===== config.mk =====
export PLATFORM = sky130hd
export DESIGN_NAME = fp_add_arbiter
export DESIGN_NICKNAME = d
export VERILOG_FILES = /design/src/rtl/fp_add_arbiter.sv
export SDC_FILE = /design/constraint.sdc
export NUM_CORES = 1
export LEC_CHECK = 0
export CAP_MARGIN = 20
export CORE_AREA = 2 2 100 93
export CTS_BUF_LIST = sky130_fd_sc_hd__clkbuf_8 sky130_fd_sc_hd__clkbuf_16
export CTS_CLUSTER_SIZE = 40
export DETAILED_ROUTE_END_ITERATION = 10
export DIE_AREA = 0 0 102 95
export MAX_ROUTING_LAYER = met4
export PLACE_DENSITY_LB_ADDON = 0.05
export SYNTH_ARGS = -nofsm -noshare
export SYNTH_HDL_FRONTEND = slang
export SYNTH_SLANG_ARGS = --single-unit

===== constraint.sdc =====
create_clock -name clk -period 6.2 [get_ports clk]
set_input_delay 0.93 -clock clk [delete_from_list [all_inputs] [get_ports clk]]
set_output_delay 0.93 -clock clk [all_outputs]
set_load 0.01 [all_outputs]

===== src/rtl/fp_add_arbiter.sv =====
// rtl/fp_add_arbiter.sv - round-robin shared signed fixed-point adder with a one-slot result register
module fp_add_arbiter #(
  parameter int N_REQ = 4,
  parameter int IDW   = 2,
  parameter int WI    = 8,
  parameter int WF    = 8,
  parameter int SAT   = 0,
  parameter int CNTW  = 16
) (
  input  logic                    clk,
  input  logic                    rst,
  input  logic [N_REQ-1:0]        req_valid,
  output logic [N_REQ-1:0]        req_ready,
  input  logic [N_REQ*(WI+WF)-1:0] req_a,
  input  logic [N_REQ*(WI+WF)-1:0] req_b,
  output logic                    rsp_valid,
  input  logic                    rsp_ready,
  output logic [WI+WF-1:0]        rsp_sum,
  output logic                    rsp_ovf,
  output logic [IDW-1:0]          rsp_id,
  output logic [CNTW-1:0]         ovf_cnt
);
  localparam int W = WI + WF;

  logic [IDW-1:0] ptr;
  logic [IDW-1:0] gnt;
  logic           found;
  logic           can_accept;
  logic           grant_en;
  logic           accept;
  logic [W-1:0]   a_op;
  logic [W-1:0]   b_op;
  logic [W:0]     full;
  logic           ovf;
  logic [W-1:0]   sum;

  // Scan order starts at ptr and wraps; position k in the scan is index (ptr+k) mod N_REQ.
  always_comb begin
    found = 1'b0;
    gnt   = '0;
    for (int k = 0; k < N_REQ; k++) begin
      for (int i = 0; i < N_REQ; i++) begin
        if (!found && req_valid[i] &&
            ((int'(ptr) + k == i) || (int'(ptr) + k == i + N_REQ))) begin
          found = 1'b1;
          gnt   = IDW'(i);
        end
      end
    end
  end

  assign can_accept = ~rsp_valid | rsp_ready;
  assign grant_en   = ~rst & can_accept & found;

  always_comb begin
    req_ready = '0;
    a_op      = '0;
    b_op      = '0;
    for (int i = 0; i < N_REQ; i++) begin
      if (gnt == IDW'(i)) begin
        req_ready[i] = grant_en;
        a_op         = req_a[i*W +: W];
        b_op         = req_b[i*W +: W];
      end
    end
  end

  assign accept = |(req_valid & req_ready);

  // One guard bit keeps the true sign; overflow shows as a sign flip between like-signed operands.
  assign full = {a_op[W-1], a_op} + {b_op[W-1], b_op};
  assign ovf  = (a_op[W-1] == b_op[W-1]) && (full[W-1] != a_op[W-1]);

  always_comb begin
    sum = full[W-1:0];
    if (SAT != 0 && ovf) begin
      sum = a_op[W-1] ? {1'b1, {(W-1){1'b0}}} : {1'b0, {(W-1){1'b1}}};
    end
  end

  always_ff @(posedge clk) begin
    if (rst) begin
      rsp_valid <= 1'b0;
      rsp_sum   <= '0;
      rsp_ovf   <= 1'b0;
      rsp_id    <= '0;
      ovf_cnt   <= '0;
      ptr       <= '0;
    end else if (accept) begin
      rsp_valid <= 1'b1;
      rsp_sum   <= sum;
      rsp_ovf   <= ovf;
      rsp_id    <= gnt;
      ptr       <= (gnt == IDW'(N_REQ - 1)) ? '0 : gnt + IDW'(1);
      if (ovf && ovf_cnt != {CNTW{1'b1}}) begin
        ovf_cnt <= ovf_cnt + CNTW'(1);
      end
    end else if (rsp_ready) begin
      rsp_valid <= 1'b0;
    end
  end
endmodule


==> results.py <==
metrics = {
    "routing": {
        "wire_per_inst_um": 14.1,
        "drt-vias-per-instance": 5.22,
        "vias": 4304,
        "drt-total-wl_um": 11600,
        "drt_first_iter_violations": 150,
        "firstDrtPassIters": 4,
        "final_antenna_net_count": 0,
        "drc": 0,
    },
    "floorplan": {
        "die_w_um": 102,
        "rows": 33,
        "die-area_um2": 9690,
        "ioPinCount": 175,
        "initial_core_util_pct": 39.5,
        "fp.dieH_um": 95,
        "core_region_area_um2": 8750,
    },
    "timing": {
        "fin_setup_tns_ns": 0,
        "setup_viol": 0,
        "max_slew_margin_pct": 43.9,
        "maxSlewViolCount": 0,
        "fin_crit_sh_pct": 90.2,
        "worst_slew_pin_slew_ns": 0.835,
        "clock.fmax_mhz": 179,
        "fin_skew_ns": 0.00705,
        "hold_slack_ns": 0.458,
        "finalHoldViolCount": 0,
        "period_needed_ns": 5.59,
        "rsz0062_at_grt": "false",
    },
    "global_routing": {
        "grt_pass1_vias": 4112,
        "grtUsageMet3_pct": 3.92,
        "grt_max_degree": 42,
        "grt_pass1_wl_um": 18700,
        "antenna_found_initial": 0,
        "met1_usage_pct": 29.3,
        "grt-busiest-layer": "met2",
        "gr-usage-all-layers_pct": 24.6,
        "grtUsageMet2_pct": 43.6,
        "grt-ovfl-total": 0,
    },
    "worst_setup_path": {
        "arrival_ns": 5.81,
        "cp_max_fo": 25,
        "crit_required_ns": 6.42,
        "cp-start-kind": "input port",
        "critical_path_class": "in2reg",
        "endpoint_kind": "register",
    },
    "yosys": {
        "synth_commonest_cells": "nand2_1 (107), a21oi_1 (98), nor2_1 (76)",
        "yosysSeqAreaShare_pct": 22.0,
        "synth_nets": 702,
        "yosysMostFrequentCell": "nand2_1",
        "synth_edf_count": 0,
        "syn_avg_cell_area_um2": 6.33,
        "synth.distinct_cells": 49,
        "syn_inst": 546,
        "yosysTopAreaCellShare_pct": 22.0,
        "synth_area_leaders": "dfxtp_1 (22%), a21oi_1 (14%), nand2_1 (12%), nor2_1 (8.2%), ha_1 (7.2%)",
        "synth_area_leader_cell": "dfxtp_1",
        "ys.flop_type": "dfxtp_1",
        "ys_ff_latch": 38,
        "async_flop_share_pct": 0,
        "yosysWarnings": 0,
        "synth.cell_area_um2": 3460,
    },
    "cts": {
        "cts_resized": 0,
        "clockBufferDepth": 2,
        "root_buffer": "clkbuf_8",
        "cts_made_buffers": 5,
        "worstSkewPairLatency_ns": 0.29,
        "postCtsSetupBuffers": 0,
        "h-tree-depth": 2,
        "cts_tree": "yes",
        "clock_sinks": 38,
        "hold_buffers": 0,
        "clkTransAtPathRegs_ns": 0.08,
    },
    "power": {
        "ir_drop_mv": 0.139,
        "power.leakage_nw": 2.06,
        "p_per_area_nw_per_um2": 222,
    },
    "cells_and_area": {
        "fillers": 824,
        "antenna_cells": 0,
        "nNetsFinal": 857,
        "stdcell_area_um2": 5400,
        "areaGrowthSynthToFinish_pct": 56.0,
        "regArea_um2": 761,
        "multiInputGateArea_um2": 2510,
        "drive_gt1_share_pct": 3.85,
    },
    "place": {
        "post_dp_cell_area_um2": 5300,
        "io_buffers": 174,
        "finalWeightedCongestion": 0.912,
        "hpwlAfterDp_um": 9450,
    },
    "job": {
        "cap_violations": 0,
    },
    "outcome": {
        "status": "complete, no violations",
    },
    "min_path": {
        "hold_class": "reg2reg",
    },
}
## per-layer routing
layer  routed length (um)  part of all wire (%)
met1                 4960                    43
met2                 5880                    51
met3                  597                   5.1
met4                  178                   1.5
met5                    0                     0
## final timing paths
path	endpoint	slack, ns	cells after the start	start
worst max-delay path	ovf_cnt[5]	0.61	24	req_valid[0]
worst max register to register	ovf_cnt[5]	1.43	22	ptr[0]
worst min register to register	rsp_id[1]	0.46	2	rsp_id[1]
worst min-delay path	rsp_id[1]	0.46	2	rsp_id[1]
## logic make-up (layout without fill, tap and decap cells)
family | after synthesis | in the layout | synth area share [%]
flops | 38 | 38 | 22.0
fa+ha+maj | 21 | 21 | 7.81
xor+xnor | 14 | 14 | 3.55
compound gates | 186 | 186 | 30.2
mux | 2 | 2 | 0.579
buf+inv | 46 | 202 | 5.57
simple gates | 239 | 239 | 30.2
## placed cells by master, fill, tap and decap left out, types with 9 or more instances in the layout
cell type and instances:
nor2_1 76, a21oi_1 98, o21ai_0 43, nand3_1 14, nand2_1 107, ha_1 17
dfxtp_1 38, clkdlybuf4s50_1 174, xnor2_1 9, inv_1 11
## critical path, cell delays in order
cell,delay [ns]
clkdlybuf4s50_1,0.53
inv_1,0.08
nor2_1,0.13
nor2_1,0.06
o22a_1,0.23
inv_1,0.10
ha_1,0.40
buf_4,0.33
nand2_1,0.08
nor2_1,0.08
a21oi_1,0.04
nor2_1,0.09
a21oi_1,0.06
o21ai_0,0.20
ha_1,0.32
a21o_1,0.23
nor4b_1,0.29
o21a_1,0.19
a21oi_1,0.16
nor4b_4,0.33
nor2_2,0.07
buf_4,0.21
or4_1,0.48
a21oi_1,0.16
## metrics by stage
step / utilization [%] / instances / power, mW / worst slack (ns)
floorplan: - / 546 / 0.769 / 1.41
global placement: 60.6 / 816 / 1.01 / 0.539
detailed placement: 60.6 / 816 / 1.02 / 0.378
CTS: 61.6 / 824 / 1.20 / 0.641
global route: 61.6 / 824 / 1.31 / 0.111
finish: 61.6 / 824 / 1.20 / 0.608
## registers in the layout (all words and copies together) (netlist names)
name / flops
rsp_valid: 1
ptr: 2
rsp_id: 2
rsp_sum: 16
ovf_cnt: 16
rsp_ovf: 1
## layout make-up
| class | count | area share (%) |
|---|---|---|
| Sequential cell | 38 | 14.1 |
| Clock inverter | 2 | 0.232 |
| Multi-Input combinational cell | 462 | 46.6 |
| Timing Repair Buffer | 183 | 34.0 |
| Inverter | 11 | 0.765 |
| Clock buffer | 6 | 1.53 |
| Tap cell | 122 | 2.83 |
## report_power, final
part           switching (mW)  internal (mW)
Combinational           0.387          0.349
Clock                  0.0867         0.0894
Sequential             0.0165          0.269
Power figures use the tool's default switching activity.
